[src/rtl/clk_gate_ctrl_pkg.sv]
// Shared types and defaults for the multi-channel clock-gating controller.
package clk_gate_ctrl_pkg;

  typedef enum logic [1:0] {
    CH_OFF  = 2'd0,
    CH_WAKE = 2'd1,
    CH_ON   = 2'd2,
    CH_IDLE = 2'd3
  } ch_state_e;

  localparam int DEF_NUM_CH   = 4;
  localparam int DEF_IDLE_W   = 8;
  localparam int DEF_WAKE_LAT = 2;

  // Wake counter only has to hold WAKE_LAT-1; keep at least one bit.
  function automatic int wcnt_width(input int lat);
    return (lat > 2) ? $clog2(lat) : 1;
  endfunction

endpackage

[src/rtl/clk_gate_ch.sv]
// One gated-clock channel: wake/idle FSM, its counters and a glitch-free gate.
module clk_gate_ch
  import clk_gate_ctrl_pkg::*;
#(
  parameter int IDLE_W   = DEF_IDLE_W,
  parameter int WAKE_LAT = DEF_WAKE_LAT,
  parameter bit RST_ON   = 1'b0
) (
  input  logic              clk_i,
  input  logic              rst_i,
  input  logic              test_en_i,
  input  logic              auto_en_i,
  input  logic              req_i,
  input  logic              busy_i,
  input  logic [IDLE_W-1:0] idle_thr_i,
  output logic              clk_o,
  output logic              ack_o,
  output logic [1:0]        state_o
);

  localparam int WCW = wcnt_width(WAKE_LAT);
  localparam logic [WCW-1:0]    WCNT_INIT = WCW'(WAKE_LAT - 1);
  localparam logic [WCW-1:0]    WCNT_ONE  = WCW'(1);
  localparam logic [IDLE_W-1:0] ICNT_ONE  = IDLE_W'(1);
  localparam ch_state_e         RST_STATE = RST_ON ? CH_ON : CH_OFF;

  ch_state_e         state_q, state_d;
  logic              en_q, en_d;
  logic              ack_q, ack_d;
  logic [WCW-1:0]    wcnt_q, wcnt_d;
  logic [IDLE_W-1:0] icnt_q, icnt_d;
  logic              gate_en_q, gate_en_d;
  logic              wake;

  // Anything that needs the clock: a request, pending work, or auto gating off.
  assign wake = req_i | busy_i | ~auto_en_i;

  always_comb begin
    state_d = state_q;
    en_d    = en_q;
    ack_d   = ack_q;
    wcnt_d  = wcnt_q;
    icnt_d  = icnt_q;
    case (state_q)
      CH_OFF: begin
        if (wake) begin
          state_d = CH_WAKE;
          en_d    = 1'b1;
          wcnt_d  = WCNT_INIT;
        end
      end
      CH_WAKE: begin
        if (wcnt_q == '0) begin
          state_d = CH_ON;
          ack_d   = 1'b1;
        end else begin
          wcnt_d = wcnt_q - WCNT_ONE;
        end
      end
      CH_ON: begin
        if (!wake) begin
          if (idle_thr_i == '0) begin
            state_d = CH_OFF;
            en_d    = 1'b0;
            ack_d   = 1'b0;
          end else begin
            state_d = CH_IDLE;
            icnt_d  = idle_thr_i - ICNT_ONE;
          end
        end
      end
      CH_IDLE: begin
        if (wake) begin
          state_d = CH_ON;
        end else if (icnt_q == '0) begin
          state_d = CH_OFF;
          en_d    = 1'b0;
          ack_d   = 1'b0;
        end else begin
          icnt_d = icnt_q - ICNT_ONE;
        end
      end
      default: state_d = RST_STATE;
    endcase
  end

  always_ff @(posedge clk_i) begin
    if (rst_i) begin
      state_q <= RST_STATE;
      en_q    <= RST_ON;
      ack_q   <= RST_ON;
      wcnt_q  <= '0;
      icnt_q  <= '0;
    end else begin
      state_q <= state_d;
      en_q    <= en_d;
      ack_q   <= ack_d;
      wcnt_q  <= wcnt_d;
      icnt_q  <= icnt_d;
    end
  end

  // Gate enable is captured while clk_i is low, so clk_o never sees a runt pulse.
  always_comb gate_en_d = en_q | test_en_i;

  always_ff @(negedge clk_i) begin
    gate_en_q <= gate_en_d;
  end

  assign clk_o   = clk_i & gate_en_q;
  assign ack_o   = ack_q;
  assign state_o = state_q;

endmodule

[src/rtl/clk_gate_ctrl.sv]
// Multi-channel clock-gating controller: NUM_CH independent gated clocks from clk_i.
module clk_gate_ctrl
  import clk_gate_ctrl_pkg::*;
#(
  parameter int                IDLE_W   = DEF_IDLE_W,
  parameter int                NUM_CH   = DEF_NUM_CH,
  parameter int                WAKE_LAT = DEF_WAKE_LAT,
  parameter logic [NUM_CH-1:0] RST_ON   = '0
) (
  input  logic                clk_i,
  input  logic                rst_i,
  input  logic                test_en_i,
  input  logic [NUM_CH-1:0]   auto_en_i,
  input  logic [NUM_CH-1:0]   req_i,
  input  logic [NUM_CH-1:0]   busy_i,
  input  logic [IDLE_W-1:0]   idle_thr_i,
  output logic [NUM_CH-1:0]   clk_o,
  output logic [NUM_CH-1:0]   ack_o,
  output logic [2*NUM_CH-1:0] state_o
);

  for (genvar i = 0; i < NUM_CH; i++) begin : g_ch
    clk_gate_ch #(
      .IDLE_W   (IDLE_W),
      .WAKE_LAT (WAKE_LAT),
      .RST_ON   (RST_ON[i])
    ) u_ch (
      .clk_i      (clk_i),
      .rst_i      (rst_i),
      .test_en_i  (test_en_i),
      .auto_en_i  (auto_en_i[i]),
      .req_i      (req_i[i]),
      .busy_i     (busy_i[i]),
      .idle_thr_i (idle_thr_i),
      .clk_o      (clk_o[i]),
      .ack_o      (ack_o[i]),
      .state_o    (state_o[2*i +: 2])
    );
  end

endmodule

[config.mk]
export PLATFORM = sky130hd
export DESIGN_NAME = clk_gate_ctrl
export DESIGN_NICKNAME = d
export VERILOG_FILES = /design/src/rtl/clk_gate_ctrl_pkg.sv /design/src/rtl/clk_gate_ch.sv /design/src/rtl/clk_gate_ctrl.sv
export SDC_FILE = /design/constraint.sdc
export NUM_CORES = 1
export LEC_CHECK = 0
export ABC_AREA = 1
export BUFFER_PORTS_ARGS = -buffer_cell sky130_fd_sc_hd__buf_4
export CAP_MARGIN = 0
export CORE_ASPECT_RATIO = 0.8
export CORE_MARGIN = 2
export CORE_UTILIZATION = 60
export DETAILED_ROUTE_END_ITERATION = 10
export PLACE_DENSITY = 0.81
export SLEW_MARGIN = 10
export SYNTH_ARGS = -nofsm -noshare
export SYNTH_HDL_FRONTEND = slang
export SYNTH_SLANG_ARGS = --single-unit
[constraint.sdc]
create_clock -name clk_i -period 1.65 [get_ports clk_i]
set_input_delay 0.33 -clock clk_i [delete_from_list [all_inputs] [get_ports clk_i]]
set_output_delay 0.33 -clock clk_i [all_outputs]
set_load 0.005 [all_outputs]
# [After elaboration in Yosys (flattened, before gate mapping)]
# Cells that the tools add are included.
[word_totals] register_bits=56 latchBits=0 mem_bits_rw=0 mem_bits_ro=0 inputBits=23 output_inout_bits=16 elab_cells=225 memories=0
[classes] addsub=9 n_mul=0 n_div=0 magnitude_cmp=0 n_eq_ne=48 n_shift=0 n_mux=79 bitwise=20 n_reduce_logical=45
[ops] operator="$mux W8" count=13
[ops] operator="$pmux W8 S2" count=4
[ops] operator="$reduce_and A6 Y1" count=8
[ops] operator="$ne A2 B2 Y1 const B" count=23
[ops] operator="$mux W2" count=21
[ops] operator="$logic_not A8 Y1" count=5
[ops] operator="$sub A8 B1 Y8 const B" count=5
[ops] operator="$pmux W2 S4" count=4
[ops] operator="$mux W1" count=25
[ops] operator="$pmux W1 S3" count=8
[ops] operator="$reduce_bool A3 Y1" count=8
[ops] operator="$reduce_and A5 Y1" count=4
[ops] operator="$ne A2 B1 Y1 const B" count=9
[ops] operator="$eq A2 B2 Y1 const B" count=8
[ops] operator="$reduce_and A4 Y1" count=4
[ops] operator="$reduce_bool A2 Y1" count=8
[ops] operator="$ne A3 B1 Y1 const B" count=4
[ops] operator="$or A1 B1 Y1" count=12
[ops] operator="$eq A2 B1 Y1 const B" count=4
[ops] operator="$logic_not A2 Y1" count=4
[ops] operator="$pmux W1 S2" count=4
[ops] operator="$reduce_and A2 Y1" count=4
[ops] operator="$and A1 B1 Y1" count=4
[ops] operator="$not A1 Y1" count=4
[ops] operator="$sub A1 B1 Y1 const B" count=4

# [Depth between registers and ports, before layout]
[depth] word_depth=4 depth_mapped=10 ltp_nobuf=10

# [Cells and area by module]
# Synthesis repeated with hierarchy kept, for this count alone.
[unflattened] hier_cells=720 area_unflattened_um2=4186.5
[modules_own_cells] mod="clk_gate_ch (g_ch[1].u_ch ...)" instances=3 cells_each=182 area_per_inst_um2=1061.0 seq_area_each_um2=280.3
[modules_own_cells] mod="clk_gate_ch (g_ch[0].u_ch)" instances=1 cells_each=174 area_per_inst_um2=1003.5 seq_area_each_um2=280.3

==> metrics <==
status finished with violations; failing checks setup timing; pre-CTS WS -25.80 ps; Filler Cell Count around 570; Cell Rows 26; total of max-cap violations 0; CTS Hold Bufs 0; core area about 6300 sq um; worst r2r src g_ch[0].u_ch.en_q$_SDFFE_PP0P_; worst path cell trace nand2_2, inv_2, buf_6; DR vias roughly 4300; Post-DP Area between 4000 and 5000 sq um; delay of the slowest cell on the worst path about 320 ps; area of the die 7115 sq um; Critical Path AT around 1800 ps; Chip Height ~76 um; Mapped Nets 686; HPWL after DPL between 7000 and 8000 um; Mean Syn Cell Area just under 6 sq um; Final WS setup -521.8 ps; CTS tree done; Layout area overhead 18.39%; nets 745; skew final 84.25 ps; top cells by area, synth dfxtp_1 (29%), nand2_1 (18%), nor2_1 (10%), inv_1 (7.1%), nand3_1 (6.6%); initial antenna violation count 0; CP Capture Type output port; Max-Slew Margin vs Limit between 70% and 80%; final hold viol count 0; Mapped Area around 3900 sq um; Synth Warn # 0; starting density of the core between 60 and 70%; Pwr Density 1311 nW/um^2; Worst Reg-to-Reg Cells 1; hold depth 2; Die Width around 94 um; first-pass detailed-route iteration total 4; Final Max Tran Viols 0; RSZ-0062 raised after global routing true; Lkg Pwr ~0.0023 uW; first-pass GRT wire length between 15000 and 20000 um; via/cell ratio between 5 and 6; Worst Path Max Fanout 1; RePlAce Congestion just under 0.9; post-synth cell types 32; number of global-route vias before repair about 3700; Worst Path Required about 1300 ps; share of the synthesized area in the top cell type ~29%; Total Routed Length about 10000 um; Starting DRT DRC Count 250; setup_tns -2029 ps; critical path type register to output port; Setup violations, final 8; CTS clk-pin slew, worst paths 120 ps; sequential share of the synthesized area 28.96%; final cell utilization of the core 72.62%; antenna-violating nets left 0; CP max stage cell dfxtp_2; Reg area between 1000 and 1500 sq um; Hold Crit Class primary input to register; largest net degree at the start of global routing 20; Setup crit end clk_o[0]; Tot Pwr ~6000 uW; Max VDD drop about 0.00078 V; R2R Setup Slk ~140 ps; I/O pin total 39; area leader, netlist dfxtp_1; finished layout cell area 4583 sq um; share of cells above drive strength 1 between 15 and 20%; # diodes 0; port buffer count 38; clk_lat worst skew 510 ps; actual slew at the worst max-slew pin between 300 and 400 ps; Post-route DRC 0; cells after synthesis 649; multi-input logic area 2377 sq um; total gr overflow 0; Worst Setup Start Kind register; Synth Register Bits 56; crit path launch g_ch[0].u_ch.gate_en_q$_DFF_N_; r2r endpoint g_ch[0].u_ch.gate_en_q$_DFF_N_; Total GRT Usage between 20% and 30%; drt wl/cell about 13 um
final cells by class:
cell class	count	area share, %
clock buffer	15	4.313
clock inverter	10	1.092
inverter	75	6.143
multi-input combinational	495	51.87
sequential	56	24.62
tap	84	2.293
timing repair buffer	59	9.664
registers in the layout, indices dropped and copies added (netlist names):
register / flops
g_ch.u_ch.ack_o: 4
g_ch.u_ch.en_q: 4
g_ch.u_ch.icnt_q: 32
g_ch.u_ch.state_o: 8
g_ch.u_ch.wcnt_q: 4
g_ch.u_ch.gate_en_q: 4
timing repair:
item / in CTS / in global routing
resized for setup: 4 / 18
cloned: 0 / 1
pin swaps: 4 / 3
setup endpoints to repair: 8 / 35
buffers inserted: 0 / 0
per-stage QoR:
step / cells / hold slack (ps)
6_report: 794 / 153.4
3_3_place_gp: 777 / 449.4
5_1_grt: 794 / 161.2
3_5_place_dp: 777 / 456.9
4_1_cts: 793 / 148.2
2_1_floorplan: 649 / 434.3
report_power, final:
group	internal (uW)	leakage [uW]	total (uW)	switching [uW]
Combinational	1060	0.00171	2520	1470
Sequential	1640	0.000459	1930	292
Clock	808	0.000171	1560	750
Total	3500	0.00234	6010	2510
synth_stat cells:
cell and instances:
nand2_1 183, nor2_1 108, inv_1 73, dfxtp_1 56, nand3_1 51, o21ai_0 45
a21oi_1 42, ha_1 14, buf_4 9, clkbuf_1 7, nor3_1 7, nand2_2 6
inv_2 5, nand3_2 5, nor2_2 4, nor2_4 4, or2_2 4, xnor2_1 4
nand4_1 3, o21ai_1 3, a22oi_1 2, buf_2 2, clkinv_1 2, o211ai_1 2
a211oi_1 1, a31oi_1 1, clkbuf_2 1, nor2_8 1, o211a_1 1, o21bai_1 1
o22ai_1 1, xor2_1 1
cell usage in the layout, fill, tap and decap left out, types with 2 or more instances in the layout:
cell | netlist | layout
buf_6 | 0 | 4
or2_2 | 4 | 4
o21ai_1 | 3 | 3
clkinv_1 | 2 | 2
nor3_1 | 7 | 7
xnor2_1 | 4 | 4
nor2_2 | 4 | 7
nor2_4 | 4 | 5
nand2_1 | 183 | 180
buf_4 | 9 | 59
a21oi_1 | 42 | 42
ha_1 | 14 | 12
nand4_1 | 3 | 3
nand3_1 | 51 | 50
dfxtp_1 | 56 | 50
ha_2 | 0 | 2
nand3_2 | 5 | 6
nand2_2 | 6 | 9
clkbuf_8 | 0 | 9
o21ai_0 | 45 | 45
a22oi_1 | 2 | 2
inv_2 | 5 | 7
nor2_1 | 108 | 105
inv_1 | 73 | 74
dfxtp_2 | 0 | 6
o211ai_1 | 2 | 2
cell families after synthesis:
| logic type | after synthesis | synth area share [%] |
|---|---|---|
| flip-flops | 56 | 28.96 |
| adder cells (fa/ha/maj) | 14 | 4.525 |
| XOR/XNOR | 5 | 1.131 |
| buffers and inverters | 99 | 10.57 |
| AND/OR/NAND/NOR | 376 | 41.43 |
| AO/OA/AOI/OAI | 99 | 13.38 |
worst min-delay path by stage:
stage / from / to / slack, ps
finish: rst_i / g_ch[3].u_ch.state_o[1]$_SDFFE_PP0P_ / 150
global route: rst_i / g_ch[3].u_ch.icnt_q[7]$_SDFFE_PP0P_ / 160
CTS: rst_i / g_ch[3].u_ch.state_o[1]$_SDFFE_PP0P_ / 150
detailed placement: g_ch[0].u_ch.icnt_q[0]$_SDFFE_PP0P_ / g_ch[0].u_ch.icnt_q[0]$_SDFFE_PP0P_ / 460
global placement: g_ch[0].u_ch.ack_o$_SDFFE_PP0P_ / g_ch[0].u_ch.ack_o$_SDFFE_PP0P_ / 450
floorplan: g_ch[0].u_ch.en_q$_SDFFE_PP0P_ / g_ch[0].u_ch.en_q$_SDFFE_PP0P_ / 430
routing by layer:
metal / up-vias / global-route usage, % / routed length, um
met3: 9 / 7.517 / 644
met5: - / 0 / 0
li1: 2172 / - / -
met1: 1956 / 35.97 / 4547
met2: 141 / 50.24 / 4924
met4: 0 / 9.984 / 82
worst max-delay path, delay by kind of cell (launching register included):
kind / cells / cell delay, ps
buf+inv: 2 / 130
flops: 1 / 320
simple gates: 1 / 50
Note: power is estimated with default switching activity, not from simulation.
